<file path="config.mk">
export PLATFORM = sky130hd
export DESIGN_NAME = pipeline_3_memory
export DESIGN_NICKNAME = d
export VERILOG_FILES = /design/src/rtl/pipeline_3_memory_pkg.sv /design/src/rtl/pipeline_3_memory_mem_access_ctrl.sv /design/src/rtl/vDFF.sv /design/src/rtl/pipeline_3_memory.sv
export SDC_FILE = /design/constraint.sdc
export NUM_CORES = 1
export LEC_CHECK = 0
export ABC_AREA = 1
export ABC_CLOCK_PERIOD_IN_PS = 2600
export BUFFER_PORTS_ARGS = -buffer_cell sky130_fd_sc_hd__buf_4
export CAP_MARGIN = 15
export CORE_AREA = 2 2 95 97
export DETAILED_ROUTE_END_ITERATION = 6
export DIE_AREA = 0 0 97 99
export PLACE_DENSITY_LB_ADDON = 0.25
export REMOVE_ABC_BUFFERS = 1
export SETUP_SLACK_MARGIN = 0.05
export SLEW_MARGIN = 20
export SYNTH_ARGS = -nofsm -noshare
export SYNTH_HDL_FRONTEND = slang
export SYNTH_HIERARCHICAL = 1
export SYNTH_SLANG_ARGS = --single-unit
export TNS_END_PERCENT = 20
</file>
<file path="constraint.sdc">
create_clock -name clk -period 2.6 [get_ports clk]
set_clock_uncertainty 0.15 [all_clocks]
set_input_delay 0.13 -clock clk [delete_from_list [all_inputs] [get_ports clk]]
set_output_delay 0.13 -clock clk [all_outputs]
set_load 0.01 [all_outputs]
</file>
<file path="src/rtl/pipeline_3_memory_pkg.sv">
// Shared definitions for the pipeline memory stage: control-word bit map,
// access FSM states, register layouts and the overflow rule for status flags.
package pipeline_3_memory_pkg;

    localparam int unsigned CTRL_W        = 22;
    localparam int unsigned DATA_W        = 16;
    localparam int unsigned DEST_W        = 3;
    localparam int unsigned CNT_W         = 8;

    localparam int unsigned BIT_ALUOP_LO  = 6;
    localparam int unsigned BIT_LOADS     = 8;
    localparam int unsigned BIT_MEM_READ  = 11;
    localparam int unsigned BIT_MEM_WRITE = 12;
    localparam int unsigned BIT_REG_WRITE = 13;
    localparam int unsigned BIT_DEST_LO   = 14;

    localparam logic [CNT_W-1:0] WAIT_LIMIT = 8'd255;

    typedef enum logic [1:0] {
        IDLE  = 2'd0,
        WAIT  = 2'd1,
        FAULT = 2'd2
    } mem_state_t;

    typedef struct packed {
        logic [CTRL_W-1:0] control;
        logic [DATA_W-1:0] result;
        logic [DATA_W-1:0] data_rd;
        logic              rm_hi;
        logic              rn_hi;
    } in_reg_t;

    typedef struct packed {
        logic              wb_en;
        logic [DEST_W-1:0] wb_num;
        logic [DATA_W-1:0] wb_data;
        logic [CTRL_W-1:0] control;
    } wb_reg_t;

    // Signed overflow from operand and result sign bits: op 00 is add, op 01 is subtract.
    function automatic logic calc_overflow(input logic [1:0] alu_op, input logic rn_hi,
                                           input logic rm_hi, input logic res_hi);
        case (alu_op)
            2'b00:   return (rn_hi == rm_hi) && (res_hi != rn_hi);
            2'b01:   return (rn_hi != rm_hi) && (res_hi != rn_hi);
            default: return 1'b0;
        endcase
    endfunction

endpackage

</file>
<file path="src/rtl/pipeline_3_memory_mem_access_ctrl.sv">
// Memory handshake FSM with wait counter: zero-stall on same-cycle ack,
// stalls while waiting, and locks into FAULT after WAIT_LIMIT unacked cycles.
module mem_access_ctrl
    import pipeline_3_memory_pkg::*;
(
    input  logic clk,
    input  logic rst,
    input  logic access,
    input  logic mem_ack,
    output logic mem_req,
    output logic stall,
    output logic fault
);

    mem_state_t       state;
    logic [CNT_W-1:0] wait_cnt;

    always_ff @(posedge clk) begin
        if (rst) begin
            state    <= IDLE;
            wait_cnt <= '0;
        end else begin
            case (state)
                IDLE: begin
                    if (access && !mem_ack) begin
                        state    <= WAIT;
                        wait_cnt <= '0;
                    end
                end
                WAIT: begin
                    if (mem_ack) begin
                        state    <= IDLE;
                        wait_cnt <= '0;
                    end else if (wait_cnt == WAIT_LIMIT - 8'd1) begin
                        state    <= FAULT;
                        wait_cnt <= WAIT_LIMIT;
                    end else begin
                        wait_cnt <= wait_cnt + 8'd1;
                    end
                end
                FAULT: ;
                default: state <= IDLE;
            endcase
        end
    end

    // Request and stall are combinational so a same-cycle ack costs no stall.
    always_comb begin
        mem_req = 1'b0;
        stall   = 1'b0;
        case (state)
            IDLE: begin
                mem_req = access;
                stall   = access && !mem_ack;
            end
            WAIT: begin
                mem_req = 1'b1;
                stall   = !mem_ack;
            end
            FAULT: stall = 1'b1;
            default: ;
        endcase
    end

    assign fault = (state == FAULT);

endmodule

</file>
<file path="src/rtl/vDFF.sv">
// Plain width-parameterised D flip-flop bank; reset and hold are muxed in by the caller.
module vDFF #(
    parameter int unsigned N = 1
) (
    input  logic         clk,
    input  logic [N-1:0] d,
    output logic [N-1:0] q
);

    always_ff @(posedge clk) begin
        q <= d;
    end

endmodule

</file>
<file path="src/rtl/pipeline_3_memory.sv">
// Pipeline memory stage: input register, memory handshake and writeback register.
// Optional status flags are built only when STATUS_FLAGS_EN is defined.
module pipeline_3_memory
    import pipeline_3_memory_pkg::*;
(
    input  logic              clk,
    input  logic              rst,
    input  logic [CTRL_W-1:0] control_in,
    input  logic [DATA_W-1:0] result_in,
    input  logic [DATA_W-1:0] data_Rd_in,
    input  logic              highbit_shifted_Rm_in,
    input  logic              highbit_data_Rn_in,
    output logic              stall,
    output logic              mem_req,
    output logic              mem_we,
    output logic [DATA_W-1:0] mem_addr,
    output logic [DATA_W-1:0] mem_wdata,
    input  logic [DATA_W-1:0] mem_rdata,
    input  logic              mem_ack,
    output logic              wb_en,
    output logic [DEST_W-1:0] wb_num,
    output logic [DATA_W-1:0] wb_data,
    output logic [CTRL_W-1:0] control_out,
    output logic              flag_Z,
    output logic              flag_N,
    output logic              flag_V,
    output logic              mem_fault
);

    in_reg_t in_d, in_q;
    wb_reg_t wb_d, wb_q;
    logic    mem_read, mem_write, reg_write, access;

    always_comb begin
        if (rst) begin
            in_d = '0;
        end else if (stall) begin
            in_d = in_q;
        end else begin
            in_d = '{control: control_in, result: result_in, data_rd: data_Rd_in,
                     rm_hi: highbit_shifted_Rm_in, rn_hi: highbit_data_Rn_in};
        end
    end

    vDFF #(.N($bits(in_reg_t))) u_in_reg (.clk(clk), .d(in_d), .q(in_q));

    assign mem_read  = in_q.control[BIT_MEM_READ];
    assign mem_write = in_q.control[BIT_MEM_WRITE];
    assign reg_write = in_q.control[BIT_REG_WRITE];
    assign access    = mem_read || mem_write;

    assign mem_we    = mem_write;
    assign mem_addr  = in_q.result;
    assign mem_wdata = in_q.data_rd;

    mem_access_ctrl u_ctrl (
        .clk     (clk),
        .rst     (rst),
        .access  (access),
        .mem_ack (mem_ack),
        .mem_req (mem_req),
        .stall   (stall),
        .fault   (mem_fault)
    );

    // A read+write access is performed as a write and never writes back.
    always_comb begin
        wb_d = '0;
        if (!rst && !stall) begin
            wb_d.wb_en   = reg_write && !(mem_read && mem_write);
            wb_d.wb_num  = in_q.control[BIT_DEST_LO +: DEST_W];
            wb_d.wb_data = (mem_read && !mem_write) ? mem_rdata : in_q.result;
            wb_d.control = in_q.control;
        end
    end

    vDFF #(.N($bits(wb_reg_t))) u_wb_reg (.clk(clk), .d(wb_d), .q(wb_q));

    assign wb_en       = wb_q.wb_en;
    assign wb_num      = wb_q.wb_num;
    assign wb_data     = wb_q.wb_data;
    assign control_out = wb_q.control;

`ifdef STATUS_FLAGS_EN
    logic [2:0] flags_q;

    always_ff @(posedge clk) begin
        if (rst) begin
            flags_q <= '0;
        end else if (in_q.control[BIT_LOADS] && !stall) begin
            flags_q <= {in_q.result == '0,
                        in_q.result[DATA_W-1],
                        calc_overflow(in_q.control[BIT_ALUOP_LO +: 2], in_q.rn_hi,
                                      in_q.rm_hi, in_q.result[DATA_W-1])};
        end
    end

    assign flag_Z = flags_q[2];
    assign flag_N = flags_q[1];
    assign flag_V = flags_q[0];
`else
    logic unused_flag_inputs;
    assign unused_flag_inputs = ^{in_q.control[BIT_LOADS], in_q.control[BIT_ALUOP_LO +: 2],
                                  in_q.rm_hi, in_q.rn_hi};

    assign flag_Z = 1'b0;
    assign flag_N = 1'b0;
    assign flag_V = 1'b0;
`endif

endmodule

</file>
Yosys cells after proc, flatten, opt, wreduce, memory -nomap -nowiden --
Index checks and enable logic that the tools add are counted.
Storage, ports and cells: bits of input ports 75, output and inout bits 81, bits in registers 108, logic and storage cells 37
Cells by class: add/sub/neg operators 1, reduce and logical (&&, ||, !) cells 15, bitwise logic cells 1, muxes and demuxes 11, eq/ne operators 5
Operators by type and width (count):
- two-way mux 8 bit | 3
- two-way mux 16 bit | 1
- case mux 8 bit (2 select lines) | 1
- adder 8 x 1 -> 8 bit, second input constant | 1
- == test 8 bit, second input constant | 1
- two-way mux 2 bit | 3
- case mux 2 bit (3 select lines) | 1
- logical AND 1 bit | 5
- logical NOT 1 bit | 5
- != test 3 x 2 -> 1 bit, second input constant | 1
- case mux 1 bit (3 select lines) | 1
- AND reduction 3 bit | 1
- == test 2 x 1 -> 1 bit, second input constant | 1
- == test 2 bit, second input constant | 1
- logical NOT 2 bit | 1
- != test 2 x 1 -> 1 bit, second input constant | 1
- case mux 1 bit (2 select lines) | 1
- AND reduction 2 bit | 1
- nonzero test 2 bit | 1
- logical OR 1 bit | 1
- NOT 1 bit | 1

Depth between registers and ports, before layout --
Gate-level depths: netlist (run 1).
word-level depth 5, mapped depth 13, mapped depth without buffers 11

Modules after synthesis --
Netlist (run 1), hierarchy kept.
Modules (own cells, without submodules):
- pipeline_3_memory | times used 1, area each 1377.6 sq um, cells an instance 307, sequential area each 0.0 sq um
- vDFF at u_in_reg | times used 1, area each 1121.1 sq um, cells an instance 56, sequential area each 1121.1 sq um
- vDFF at u_wb_reg | times used 1, area each 840.8 sq um, cells an instance 42, sequential area each 840.8 sq um
- mem_access_ctrl | times used 1, area each 653.1 sq um, cells an instance 102, sequential area each 200.2 sq um

Worst setup path before layout (run 1) --
OpenSTA, ideal clock, no wires.
kind register -> register, start point register u_in_reg.q[46], end point register u_in_reg.q[18], library setup time 0.116 ns, buffers on the path 4, cell stages (with the launch flop) 14, arrival 1.729 ns, path slack 0.605 ns, cell sequence dfxtp_1 > inv_2 > buf_2 > nand2_1 > inv_1 > nor2_1 > nand2_1 > nand3_1 > buf_6 > buf_6 > inv_6 > buf_4 > nor2_1 > nor2_1
On the way: word-level cells in the longest chain between the ends 3
RTL lines:
- start: declaration | line vDFF.sv:7 | output logic [N-1:0] q
- start signal: assignment | line vDFF.sv:11 | q <= d;
- logical OR 1 bit | line pipeline_3_memory.sv:50 | assign access = mem_read || mem_write;
- named net access | line pipeline_3_memory.sv:32 | logic mem_read, mem_write, reg_write, access;
- logical AND 1 bit | line pipeline_3_memory_mem_access_ctrl.sv:54 | stall = access && !mem_ack;
- case mux 1 bit (3 select lines) | line pipeline_3_memory_mem_access_ctrl.sv:51 | case (state)
- named net stall | line pipeline_3_memory.sv:13 | output logic stall,
The timed path passes the listed nets, and every way through them passes these cells. A chain may end at the register's enable or synchronous reset.

Final worst setup path (run 1) --
start point register u_in_reg.q[46], end point output port stall
On the way: word-level cells in the longest chain between the ends 3
RTL lines (line):
- logical OR 1 bit | pipeline_3_memory.sv:50
- named net access | pipeline_3_memory.sv:32
- logical AND 1 bit | pipeline_3_memory_mem_access_ctrl.sv:54
- case mux 1 bit (3 select lines) | pipeline_3_memory_mem_access_ctrl.sv:51
- end: declaration | pipeline_3_memory.sv:13
The timed path passes the listed nets, and every way through them passes these cells.

==> impl_metrics.env, run 1 <==
export IMPL_worstPathArrival_ns=1.98
export IMPL_avgRoutedWirePerCell_um=12.8
export IMPL_fp_row_count=34
export IMPL_synth_cells=499
export IMPL_finalCritPeriodShare=0.870
export IMPL_gp_congestion=0.857
export IMPL_fin_crit_ns=2.26
export IMPL_die_h_um=99
export IMPL_numPortBuffers=150
export IMPL_r2r_setup_slack_ns=0.54
export IMPL_grt_pass1_vias=3695
export IMPL_fin_cells=822
export IMPL_path_cells="inv_2, nand2_1, inv_1, nor2_1, nand2_1, nand3_2, buf_4, buf_4"
export IMPL_dp_slack_ns=0.562
export IMPL_num_io_pins=156
export IMPL_syn_avg_cell_area_um2=7.87
export IMPL_holdBufCountCts=72
export IMPL_reg2reg_to="u_in_reg/q[9]$_DFF_P_"
export IMPL_max_freq_ghz=0.442
export IMPL_antennaDiodeCount=0
export IMPL_mostFrequentLayoutCells="buf_4, nor2_1, dfxtp_1"
export IMPL_cts_setup_buffers=0
export IMPL_cp_start_kind="flip-flop"
export IMPL_gr_total_overflow=0
export IMPL_power_density_nw_per_um2=627
export IMPL_peakVddDrop_v=0.000385
export IMPL_grt_pass1_wl_um=17100
export IMPL_slew_headroom=0.510
export IMPL_hold_viol_final=0
export IMPL_drc=0
export IMPL_cts_tree="done"
export IMPL_p_leak_nw=2.86
export IMPL_cp_slowest_cell="dfxtp_1"
export IMPL_max_stage_delay_ns=0.45
export IMPL_clk_latency_ns=0.36
export IMPL_worst_setup_path_end_kind="primary output"
export IMPL_hpwl_um=6540
export IMPL_cts_sinks=106
export IMPL_path_delay_family="buffers and inverters"
export IMPL_fin_setup_tns_ns=0
export IMPL_die_area_um2=9600
export IMPL_finalSetupViolCount=0
export IMPL_cts_resized=0
export IMPL_status="finished, final reports clean"
export IMPL_critPathBufInv=4
export IMPL_start_util=0.459
export IMPL_hold_path_class="flip-flop to flip-flop"
export IMPL_worst_r2r_cell_count=10
export IMPL_core_area_um2=8550
export IMPL_clock_path_buffers=2
export IMPL_maxCapViolCount=0
export IMPL_clk_pin_slew_worst_paths_ns=0.11
export IMPL_crit_cells=8
export IMPL_layout_setup_ws_ns=0.338
export IMPL_drt_wl_total_um=10500
export IMPL_reg2reg_from="u_in_reg/q[46]$_DFF_P_"
export IMPL_critPathMaxFanout=47
export IMPL_synth_area_um2=3930
export IMPL_vias_per_cell=4.68
export IMPL_die_x_um=97
export IMPL_startpoint="u_in_reg/q[46]$_DFF_P_"
export IMPL_ant_nets=0
export IMPL_vias=3847
export IMPL_grtUsageTotal=0.219
export IMPL_antenna_found_initial=0
export IMPL_final_common_cell="buf_4"
export IMPL_crit_end="stall"
export IMPL_fin_area_um2=5980
export IMPL_worst_pin_slew_ns=0.733
export IMPL_drive_above_1_share=0.269
export IMPL_syn_to_final_growth_pct=52.3
export IMPL_path_class="flip-flop to primary output"
export IMPL_firstDrtPassIters=4
export IMPL_root_buffer="clkbuf_8"
export IMPL_rsz0062_at_grt="no"
export IMPL_dpl_cell_area_um2=5040
export IMPL_placedCellCount=734
export IMPL_drv_slew=0
export IMPL_synth_warnings=6
export IMPL_numCtsBuffers=9
export IMPL_whs_ns=0.278
export IMPL_htree_levels=3
export IMPL_finalNetCount=786
export IMPL_grt_start_max_net_pins=55
export IMPL_drtIter0Drc=153
export IMPL_critical_path_required_ns=2.32
==> tightest hold or removal path: stages, from the launching register on <==
cell     delay [ns]
dfxtp_1        0.31
inv_1          0.06
nor2_1         0.04
==> how the worst min path moves through the flow <==
stage	depth (start not counted)	endpoint	startpoint	slack (ns)
floorplan	1	u_ctrl/wait_cnt[3]$_SDFFE_PP0P_	rst	0.04
global placement	3	u_in_reg/q[33]$_DFF_P_	result_in[15]	0.21
detailed placement	3	u_in_reg/q[13]$_DFF_P_	data_Rd_in[11]	0.22
CTS	2	u_wb_reg/q[10]$_DFF_P_	u_in_reg/q[44]$_DFF_P_	0.28
global route	2	u_wb_reg/q[3]$_DFF_P_	u_in_reg/q[37]$_DFF_P_	0.32
finish	2	u_wb_reg/q[10]$_DFF_P_	u_in_reg/q[44]$_DFF_P_	0.28
==> through the flow <==
stage / utilization / total power, mW
after floorplan: - / 2.24
after global placement: 0.590 / 2.60
after detailed placement: 0.590 / 2.62
after CTS: 0.700 / 3.77
after global routing: 0.700 / 3.96
final: 0.700 / 3.75
==> cell type report <==
type / count / area [um2]
multi-input combinational: 309 / 1410
clock buffer: 9 / 124
clock inverter: 7 / 93.8
sequential: 106 / 2120
fill: 682 / 2570
inverter: 57 / 219
timing repair buffer: 226 / 1880
tap: 108 / 135
==> report_power, final <==
part,internal (mW),switching (mW),total [mW]
clock,0.472,0.603,1.08
sequential,1.78,0.0766,1.86
combinational,0.396,0.420,0.816
==> metal layers <==
metal,up-vias,part of all wire,track usage,wire (um)
met5,-,0,0,0
met4,0,0.020,0.0845,214
met3,17,0.065,0.0475,681
met2,139,0.50,0.395,5210
met1,1730,0.42,0.255,4410
li1,1961,-,-,-
==> flip-flops by register name, summed over array words and instances (netlist names) <==
signal           cells
u_ctrl/wait_cnt      8
u_ctrl/state         2
u_wb_reg/q          42
u_in_reg/q          54
Note: power is estimated with default switching activity, not from simulation.
==> run 2, diff against run 1 <==
Settings changed: CORE_AREA 2 2 95 97 to 2 2 109 84, DIE_AREA 0 0 97 99 to 0 0 111 86.
==> impl_metrics.env, run 2 (synthesis gave the netlist of run 1 again) <==
export IMPL_status="finished, final reports clean"
export IMPL_finalSetupViolCount=0
export IMPL_whs_ns=0.0129
export IMPL_power_density_nw_per_um2=651
export IMPL_cts_tree="done"
export IMPL_finalCritPeriodShare=0.883
export IMPL_cts_setup_buffers=0
export IMPL_numCtsBuffers=9
export IMPL_critical_path_required_ns=2.32
export IMPL_die_area_um2=9550
export IMPL_die_x_um=111
export IMPL_drive_above_1_share=0.270
export IMPL_core_area_um2=8380
export IMPL_hpwl_um=6610
export IMPL_max_freq_ghz=0.436
export IMPL_dp_slack_ns=0.589
export IMPL_die_h_um=86
export IMPL_cp_start_kind="primary input"
export IMPL_drv_slew=0
export IMPL_gp_congestion=0.830
export IMPL_biggestRegsByFlops="u_in_reg/q (54), u_wb_reg/q (42), u_ctrl/wait_cnt (8)"
export IMPL_final_common_cell="buf_4"
export IMPL_hold_path_class="primary input to flip-flop"
export IMPL_reg2reg_to="u_in_reg/q[2]$_DFF_P_"
export IMPL_firstDrtPassIters=4
export IMPL_drt_wl_total_um=10600
export IMPL_numPortBuffers=150
export IMPL_cts_sinks=106
export IMPL_num_io_pins=156
export IMPL_clock_path_buffers=2
export IMPL_r2r_setup_slack_ns=0.59
export IMPL_fp_row_count=29
export IMPL_ant_nets=0
export IMPL_worst_setup_path_end_kind="primary output"
export IMPL_fin_setup_tns_ns=0
export IMPL_htree_levels=3
export IMPL_mostFrequentLayoutCells="buf_4, nor2_1, dfxtp_1"
export IMPL_maxCapViolCount=0
export IMPL_largest_reg_flops=54
export IMPL_layout_setup_ws_ns=0.305
export IMPL_power_mw=3.94
export IMPL_worst_pin_slew_ns=0.778
export IMPL_critPathMaxFanout=35
export IMPL_p_leak_nw=2.89
export IMPL_drtIter0Drc=304
export IMPL_finalNetCount=787
export IMPL_crit_end="stall"
export IMPL_avgRoutedWirePerCell_um=12.9
export IMPL_largest_register="u_in_reg/q"
export IMPL_antennaDiodeCount=0
export IMPL_vias_per_cell=4.69
export IMPL_rsz0062_at_grt="no"
export IMPL_grt_start_max_net_pins=55
export IMPL_hold_viol_final=0
export IMPL_grt_pass1_vias=3894
export IMPL_worst_r2r_cell_count=10
export IMPL_grtUsageTotal=0.227
export IMPL_root_buffer="clkbuf_16"
export IMPL_antenna_found_initial=0
export IMPL_clk_latency_ns=0.33
export IMPL_path_class="primary input to primary output"
export IMPL_start_util=0.469
export IMPL_drc=0
export IMPL_min_delay_start="mem_rdata[1]"
export IMPL_grt_pass1_wl_um=17800
export IMPL_clk_pin_slew_worst_paths_ns=0.06
export IMPL_vias=3854
export IMPL_startpoint="mem_ack"
export IMPL_slew_headroom=0.480
export IMPL_fin_crit_ns=2.30
export IMPL_gr_total_overflow=0
export IMPL_syn_to_final_growth_pct=53.9
export IMPL_reg2reg_from="u_in_reg/q[45]$_DFF_P_"
export IMPL_peakVddDrop_v=0.000469
export IMPL_worstPathArrival_ns=2.02
export IMPL_utilization=0.721
run 2: cell count changes in the layout (fill, tap and decap cells not counted):
cell	before	now
clkinvlp_4	1	3
dlygate4sd3_1	72	71
bufinv_16	1	0
clkbuf_8	9	0
buf_4	154	156
clkinv_8	1	0
inv_8	2	1
clkbuf_16	0	9
run 2: through the flow:
| step | cells | area, um2 |
|---|---|---|
| finish | 822 | 6050 |
| detailed placement | 736 | 5060 |
| global placement | 736 | 5060 |
| global route | 822 | 6050 |
| CTS | 822 | 6050 |
| floorplan | 472 | 3750 |
run 2: cell type report:
type	instances	area [um2]
fill	624	2340
sequential	106	2120
timing repair buffer	227	1880
multi-input combinational	309	1410
clock buffer	9	225
inverter	57	219
tap	108	135
clock inverter	6	51.3
run 2: metal layers:
| metal | GRT usage | part of all wire | vias to the layer above |
|---|---|---|---|
| met1 | 0.267 | 0.43 | 1733 |
| li1 | - | - | 1968 |
| met2 | 0.412 | 0.49 | 142 |
| met5 | 0 | 0 | - |
| met3 | 0.0601 | 0.066 | 11 |
| met4 | 0.0636 | 0.010 | 0 |
run 2: repair_timing:
action,CTS,global route
endpoints found under the hold margin,78,0
resized for setup,0,0
hold buffers,71,0
run 2: worst max-delay path: stages:
cell           delay (ns)
dlygate4sd3_1        0.54
buf_4                0.14
nor2_2               0.15
nand2_1              0.17
nand3_2              0.32
buf_4                0.37
buf_4                0.18
run 2: worst min path at each step:
stage	to	slack (ns)	cells after the start
after floorplan	u_ctrl/wait_cnt[3]$_SDFFE_PP0P_	0.04	1
after global placement	u_in_reg/q[26]$_DFF_P_	0.22	3
after detailed placement	u_in_reg/q[2]$_DFF_P_	0.22	3
after CTS	u_wb_reg/q[23]$_DFF_P_	0.007	5
after global routing	u_wb_reg/q[23]$_DFF_P_	0.01	5
final	u_wb_reg/q[23]$_DFF_P_	0.01	5
run 2: power by group:
| part | switching, mW | internal [mW] | leakage [nW] |
|---|---|---|---|
| Combinational | 0.426 | 0.399 | 1.88 |
| Sequential | 0.0760 | 1.79 | 0.876 |
| Clock | 0.595 | 0.656 | 0.126 |
